$ cat src/rtl/i2s_pkg.sv
// Shared size codes, state encoding and size-to-width helpers for the
// I2S sample scheduler.
package i2s_pkg;

  typedef logic [3:0] size_t;

  localparam size_t SZ_8  = 4'd0;
  localparam size_t SZ_12 = 4'd1;
  localparam size_t SZ_16 = 4'd3;
  localparam size_t SZ_32 = 4'd5;

  localparam logic [2:0] S_IDLE  = 3'd0;
  localparam logic [2:0] S_FETCH = 3'd1;
  localparam logic [2:0] S_LOAD  = 3'd2;
  localparam logic [2:0] S_RUN   = 3'd3;
  localparam logic [2:0] S_MUTE  = 3'd4;

  function automatic size_t size_norm(input size_t c);
    case (c)
      SZ_8, SZ_12, SZ_16, SZ_32: return c;
      default: return SZ_16;
    endcase
  endfunction

  function automatic logic [5:0] size_width(input size_t c);
    case (size_norm(c))
      SZ_8:    return 6'd8;
      SZ_12:   return 6'd12;
      SZ_32:   return 6'd32;
      default: return 6'd16;
    endcase
  endfunction

  function automatic logic [31:0] size_mask(input size_t c);
    logic [5:0] w;
    w = size_width(c);
    if (w == 6'd32) return '1;
    return (32'd1 << w) - 32'd1;
  endfunction

endpackage

$ cat src/rtl/i2s_sample_scheduler_if.sv
// Config, FIFO and serializer signals of the I2S sample scheduler.
// master = scheduler side, slave = environment side.
interface i2s_sample_scheduler_if;
  import i2s_pkg::*;

  logic        cfg_enable;
  size_t       cfg_size;
  logic        fifo_empty;
  logic [63:0] fifo_data;
  logic        fifo_rd_en;
  logic        ser_ws;
  logic        ser_start;
  logic [31:0] ser_left;
  logic [31:0] ser_right;
  size_t       ser_size;
  logic        running;
  logic [15:0] underrun_cnt;

  modport master (
    input  cfg_enable, cfg_size, fifo_empty, fifo_data, ser_ws,
    output fifo_rd_en, ser_start, ser_left, ser_right,
    output ser_size, running, underrun_cnt
  );

  modport slave (
    output cfg_enable, cfg_size, fifo_empty, fifo_data, ser_ws,
    input  fifo_rd_en, ser_start, ser_left, ser_right,
    input  ser_size, running, underrun_cnt
  );

endinterface

$ cat src/rtl/i2s_sample_mask.sv
// Clears sample bits at and above the width selected by a size code.
module i2s_sample_mask
  import i2s_pkg::*;
(
  input  size_t       size_i,
  input  logic [31:0] data_i,
  output logic [31:0] data_o
);

  assign data_o = data_i & size_mask(size_i);

endmodule

$ cat src/rtl/i2s_sample_scheduler.sv
// I2S sample scheduler: pops stereo pairs at each ws rising edge.
// I2S_UNDERRUN_REPEAT_EN: underrun repeats last pair instead of zeros.
module i2s_sample_scheduler
  import i2s_pkg::*;
(
  input logic clk,
  input logic rst,
  i2s_sample_scheduler_if.master bus
);

`ifdef I2S_UNDERRUN_REPEAT_EN
  localparam bit FILL_ZERO = 1'b0;
`else
  localparam bit FILL_ZERO = 1'b1;
`endif

  logic [2:0]  state_q, state_d;
  logic        ws_q;
  logic        ld_q, ld_d;
  logic        zr_q, zr_d;
  logic        start_q;
  size_t       size_q;
  logic [31:0] left_q, right_q;
  logic [31:0] left_m, right_m;
  logic [15:0] urun_q;
  logic        fetch_pt;
  logic        urun;

  assign fetch_pt = bus.ser_ws & ~ws_q;

  always_comb begin
    state_d = state_q;
    ld_d    = 1'b0;
    zr_d    = 1'b0;
    urun    = 1'b0;
    unique case (state_q)
      S_IDLE: begin
        if (bus.cfg_enable && !bus.fifo_empty)
          state_d = S_FETCH;
      end
      S_FETCH: begin
        ld_d    = 1'b1;
        state_d = S_LOAD;
      end
      S_LOAD: state_d = S_RUN;
      S_RUN, S_MUTE: begin
        if (fetch_pt) begin
          if (!bus.cfg_enable) begin
            zr_d    = 1'b1;
            state_d = S_MUTE;
          end else begin
            state_d = S_RUN;
            if (!bus.fifo_empty) begin
              ld_d = 1'b1;
            end else begin
              urun = 1'b1;
              zr_d = FILL_ZERO;
            end
          end
        end
      end
      default: state_d = S_IDLE;
    endcase
  end

  i2s_sample_mask u_mask_l (
    .size_i (size_q),
    .data_i (bus.fifo_data[63:32]),
    .data_o (left_m)
  );

  i2s_sample_mask u_mask_r (
    .size_i (size_q),
    .data_i (bus.fifo_data[31:0]),
    .data_o (right_m)
  );

  // FIFO data is valid the cycle after the pop, so the capture
  // (or zero fill) is applied one cycle after the decision.
  always_ff @(posedge clk) begin
    if (rst) begin
      state_q <= S_IDLE;
      ws_q    <= 1'b1;
      ld_q    <= 1'b0;
      zr_q    <= 1'b0;
      start_q <= 1'b0;
      size_q  <= SZ_16;
      left_q  <= '0;
      right_q <= '0;
      urun_q  <= '0;
    end else begin
      state_q <= state_d;
      ws_q    <= bus.ser_ws;
      ld_q    <= ld_d;
      zr_q    <= zr_d;
      start_q <= (state_q == S_LOAD);
      if (state_q == S_IDLE)
        size_q <= size_norm(bus.cfg_size);
      if (ld_q) begin
        left_q  <= left_m;
        right_q <= right_m;
      end else if (zr_q) begin
        left_q  <= '0;
        right_q <= '0;
      end
      if (urun && urun_q != 16'hFFFF)
        urun_q <= urun_q + 16'd1;
    end
  end

  assign bus.fifo_rd_en   = ld_d;
  assign bus.ser_start    = start_q;
  assign bus.ser_left     = left_q;
  assign bus.ser_right    = right_q;
  assign bus.ser_size     = size_q;
  assign bus.running      = (state_q == S_RUN);
  assign bus.underrun_cnt = urun_q;

endmodule

$ cat src/flat_wrapper.sv
// flat-port wrapper written by rule: the top's interface ports become plain ports
module i2s_sample_scheduler_flat import i2s_pkg::*;
  (clk, rst, bus_cfg_enable, bus_cfg_size, bus_fifo_empty, bus_fifo_data, bus_ser_ws, bus_fifo_rd_en, bus_ser_start, bus_ser_left, bus_ser_right, bus_ser_size, bus_running, bus_underrun_cnt);
  i2s_sample_scheduler_if bus_i ();
  input logic clk;
  input logic rst;
  input wire logic [$bits(bus_i.cfg_enable)-1:0] bus_cfg_enable;
  input wire logic [$bits(bus_i.cfg_size)-1:0] bus_cfg_size;
  input wire logic [$bits(bus_i.fifo_empty)-1:0] bus_fifo_empty;
  input wire logic [$bits(bus_i.fifo_data)-1:0] bus_fifo_data;
  input wire logic [$bits(bus_i.ser_ws)-1:0] bus_ser_ws;
  output wire logic [$bits(bus_i.fifo_rd_en)-1:0] bus_fifo_rd_en;
  output wire logic [$bits(bus_i.ser_start)-1:0] bus_ser_start;
  output wire logic [$bits(bus_i.ser_left)-1:0] bus_ser_left;
  output wire logic [$bits(bus_i.ser_right)-1:0] bus_ser_right;
  output wire logic [$bits(bus_i.ser_size)-1:0] bus_ser_size;
  output wire logic [$bits(bus_i.running)-1:0] bus_running;
  output wire logic [$bits(bus_i.underrun_cnt)-1:0] bus_underrun_cnt;
  assign bus_i.cfg_enable = bus_cfg_enable;
  assign bus_i.cfg_size = bus_cfg_size;
  assign bus_i.fifo_empty = bus_fifo_empty;
  assign bus_i.fifo_data = bus_fifo_data;
  assign bus_i.ser_ws = bus_ser_ws;
  assign bus_fifo_rd_en = bus_i.fifo_rd_en;
  assign bus_ser_start = bus_i.ser_start;
  assign bus_ser_left = bus_i.ser_left;
  assign bus_ser_right = bus_i.ser_right;
  assign bus_ser_size = bus_i.ser_size;
  assign bus_running = bus_i.running;
  assign bus_underrun_cnt = bus_i.underrun_cnt;
  i2s_sample_scheduler u_core (.clk(clk), .rst(rst), .bus(bus_i));
endmodule
$ cat config.mk
export PLATFORM = sky130hd
export DESIGN_NAME = i2s_sample_scheduler_flat
export DESIGN_NICKNAME = d
export VERILOG_FILES = /design/src/rtl/i2s_pkg.sv /design/src/rtl/i2s_sample_scheduler_if.sv /design/src/rtl/i2s_sample_mask.sv /design/src/rtl/i2s_sample_scheduler.sv /design/src/flat_wrapper.sv
export SDC_FILE = /design/constraint.sdc
export NUM_CORES = 1
export LEC_CHECK = 0
export ABC_CLOCK_PERIOD_IN_PS = 1720
export BUFFER_PORTS_ARGS = -buffer_cell sky130_fd_sc_hd__buf_2
export CORE_MARGIN = 3
export CORE_UTILIZATION = 42
export CTS_CLUSTER_SIZE = 10
export DETAILED_ROUTE_END_ITERATION = 16
export PLACE_DENSITY = 0.76
export SLEW_MARGIN = 20
export SYNTH_ARGS = -nofsm -noshare
export SYNTH_HDL_FRONTEND = slang
export SYNTH_SLANG_ARGS = --single-unit
$ cat constraint.sdc
create_clock -name clk -period 1.72 [get_ports clk]
set_input_delay 0.172 -clock clk [delete_from_list [all_inputs] [get_ports clk]]
set_output_delay 0.172 -clock clk [all_outputs]
set_load 0.01 [all_outputs]
==> reports/results.env <==
FINAL_LAYOUT_SIZE_SUFFIX_GT1_FRAC=0.387
VIASPERCELL=5.26
CLOCKBUFFERDEPTH=2
CORE-AREA_MM2=0.00793
SYNTHESIZED_INSTANCE_COUNT=383
IR_WORST_VDD_mV=0.397
GRT-OVFL-TOTAL=0
CELLLEAKAGEPOWER_nW=2.12
FINAL_CELL_COUNT_NO_FILL=657
FIN_AREA_MM2=0.00475
DETAIL_ROUTE.ITER0.VIOLATIONS=131
POWERDENSITY_mW_PER_MM2=831
POSTLAYOUTCOREUTIL=0.599
GLOBAL_ROUTE_WIRE_LENGTH_BEFORE_REPAIR_MM=15.3
FLOORPLAN.DIE_AREA_MM2=0.00953
BOUNDARYPINS=160
ANT_NETS=0
SYN_AREA_MM2=0.00353
FLOORPLAN.INITIALDENSITY=0.445
DIE_W_UM=97.6
CRITPATHKIND='flip-flop to flip-flop'
LAYOUT.CELLS.MOST_COMMON='sky130_fd_sc_hd__buf_2'
DPL_CELL_AREA_MM2=0.00452
FINAL_CELL_MIX='159 x sky130_fd_sc_hd__buf_2, 90 x sky130_fd_sc_hd__dfxtp_1, 84 x sky130_fd_sc_hd__nor2_1'
FILLERS=719
DIE-HEIGHT_UM=97.6
CLOCK_TREE.ROOT_CELL='sky130_fd_sc_hd__clkbuf_8'
PLACED_CELLS=637
FIN_CRIT_SH=0.951
GRT_USAGE=0.193
AREAGROWTHSYNTHTOFINISH_PCT=34.6
VIAS=3457
GP_ROUTABILITY_CONGESTION=0.815
ANTENNA_VIOLATIONS_BEFORE_REPAIR=0
RUN_STATUS='finished clean'
CLOCK.FMAX_MHz=611
TIMING.CRITICAL_PATH.BUF_INV=0
TOTAL_CLOCK_BUFFERS_CREATED_BY_CTS=9
HTREE_NUM_LEVELS=3
NNETSFINAL=624
FINAL-SETUP-VIOL-COUNT=0
CTS_TREE='done'
DRC=0
SYNTH.NET_COUNT=457
YOSYSWARNINGS=0
TOTAL_POWER_mW=3.95
PLACEMENT_ROWS=32
TIMING.CRITICAL_PATH.REQUIRED_PS=1950
MAX_CAP_VIOL_COUNT=0
CRITICAL_PATH_ARRIVAL_PS=1860
GRT_PASS1_VIAS=3229
DRT_PASS1_ITERATIONS=4
SYNTH_SEQUENTIAL_AREA_RATIO=0.516
CPLARGESTDELAYFAMILY='simple AND/OR/NAND/NOR gates'
MAX-SLEW-MARGIN-REL=0.575
HPWL_MM=6.88
MULTIINPUTGATEAREA_MM2=0.00160
POST_DRT_WL_PER_CELL_UM=15.0
CRITICAL_PATH_SOURCE_TYPE='flip-flop'
POST_SYNTH.CELL_AREA_AVG_UM2=9.21
RSZ0062_AT_GRT='true'
CLKTRANSATPATHREGS_PS=90
DRT-TOTAL-WL_MM=9.84
FINAL_SETUP_SKEW_PS=10.8
HP-CLASS='primary input to flip-flop'
ANTENNA_DIODE_COUNT=0
NUMPORTBUFFERS=159
PERIOD_MINUS_SLACK_PS=1640
MAX_STAGE_DELAY_PS=540
GRT_START_MAX_NET_PINS=49
LIBRARY_CELLS_USED_BY_SYNTHESIS=42
ENDPOINT_KIND='flip-flop'
FINAL-MAX-SLEW-VIOLATION-COUNT=0
CRITICAL_PATH_CELL_BY_CELL='nand4_1 -> or4_1 -> nor3_2 -> xnor2_1 -> nor2_1'
POSTSYNTHREGISTERBITS=91
WORST_SKEW_PAIR.LATE_LATENCY_PS=340
CLOCK-SINKS=91
WORST_MARGIN_SLEW_PS=635
REPORT.FINAL.HOLD_VIOL_COUNT=0
LAYOUT.AREA.SEQ_MM2=0.00182
CRITPATHSLOWESTCELL='sky130_fd_sc_hd__or4_1'
WORSTPATHMAXFANOUT=5
worst paths after layout:
kind / from / endpoint / slack [ps] / depth (start not counted)
max: u_core.bus.underrun_cnt[8]$_SDFFE_PP0P_ / u_core.bus.underrun_cnt[13]$_SDFFE_PP0P_ / 80 / 5
max reg2reg: u_core.bus.underrun_cnt[8]$_SDFFE_PP0P_ / u_core.bus.underrun_cnt[13]$_SDFFE_PP0P_ / 80 / 5
min reg2reg: u_core.bus.ser_left[17]$_SDFFE_PP0P_ / u_core.bus.ser_left[17]$_SDFFE_PP0P_ / 500 / 2
min: bus_ser_ws / u_core.ws_q$_SDFF_PP1_ / 50 / 2
worst reg2reg max path, cell delays in order, from the launching register on:
cell and delay, ps:
sky130_fd_sc_hd__dfxtp_1 410, sky130_fd_sc_hd__nand4_1 240, sky130_fd_sc_hd__or4_1 540, sky130_fd_sc_hd__nor3_2 140, sky130_fd_sc_hd__xnor2_1 130, sky130_fd_sc_hd__nor2_1 50
state kept, by name (all words and copies together), names as in the netlist:
signal and cells:
u_core.bus.ser_left 32, u_core.bus.underrun_cnt 16, u_core.ld_q 1, u_core.bus.ser_right 32, u_core.zr_q 1, u_core.ws_q 1, u_core.state_q 3, u_core.bus.ser_start 1
u_core.bus.ser_size 4
stage by stage:
| step | hold WS [ps] | worst slack, ps | setup TNS (ps) |
|---|---|---|---|
| detailed placement | 402 | 71.4 | 0 |
| global placement | 400 | 167 | 0 |
| finish | 51.2 | 84.4 | 0 |
| global route | 43.6 | -15.9 | -44.0 |
| floorplan | 279 | 20.7 | 0 |
| CTS | 33.0 | 46.6 | 0 |
per-layer routing:
metal | GRT usage | wire, um | part of all wire
met1 | 0.231 | 4180 | 0.43
met2 | 0.341 | 4970 | 0.51
met3 | 0.0452 | 559 | 0.057
met4 | 0.0586 | 120 | 0.012
met5 | 0 | 0 | 0
synth_stat cells, drive strengths merged:
| cell | n | area share |
|---|---|---|
| nor2 | 85 | 0.090 |
| ha | 1 | 0.0035 |
| or2 | 1 | 0.0018 |
| inv | 5 | 0.0053 |
| o31ai | 1 | 0.0021 |
| a221oi | 1 | 0.0025 |
| xnor2 | 13 | 0.032 |
| o31a | 1 | 0.0025 |
| nand3 | 6 | 0.0085 |
| and3b | 1 | 0.0025 |
| buf | 6 | 0.0096 |
| or4 | 1 | 0.0021 |
| nor4 | 4 | 0.013 |
| and4bb | 1 | 0.0035 |
| clkbuf | 23 | 0.024 |
| and2 | 1 | 0.0018 |
| and4b | 1 | 0.0028 |
| nand4 | 6 | 0.011 |
| mux2i | 2 | 0.0057 |
| or3 | 1 | 0.0018 |
| nor2b | 4 | 0.0071 |
| o21ai | 7 | 0.0099 |
| nand2b | 1 | 0.0018 |
| o2111ai | 2 | 0.012 |
| nor3 | 12 | 0.018 |
| a22oi | 49 | 0.10 |
| dfxtp | 91 | 0.52 |
| a21o | 1 | 0.0021 |
| a32oi | 1 | 0.0025 |
| and4 | 3 | 0.0075 |
| nand2 | 7 | 0.0075 |
| nor3b | 21 | 0.051 |
| a31oi | 1 | 0.0018 |
| a21oi | 22 | 0.031 |
layout make-up:
class	instances	share of cell area
flip-flops and latches	91	0.384
multi-input cells	259	0.337
repair buffers	184	0.211
clock buffers	11	0.0298
well taps	102	0.0269
clock inverters	5	0.00764
inverters	5	0.00395
cell families (layout without fill, tap and decap cells):
kind of cell	after synthesis	after routing	share of synthesized area
compound gates	86	86	0.171
mux	2	2	0.00568
simple gates	156	157	0.232
xor+xnor	13	13	0.0323
buf+inv	34	205	0.0394
flops	91	91	0.516
fa+ha+maj	1	1	0.00355
power breakdown:
group / switching (mW) / leakage [nW] / internal (mW) / total (mW)
clock network: 0.742 / 0.0820 / 0.568 / 1.31
logic: 0.238 / 1.31 / 0.195 / 0.434
registers: 0.0397 / 0.736 / 2.16 / 2.20
total: 1.02 / 2.12 / 2.93 / 3.95
what timing repair did:
action,in CTS,in global routing
buffers inserted,2,1
gates cloned,0,1
endpoints found under the setup margin,1,30
pin swaps,1,1
resized for setup,0,6
hold endpoints to repair,0,0
hold buffers,0,0
Power figures use the tool's default switching activity.
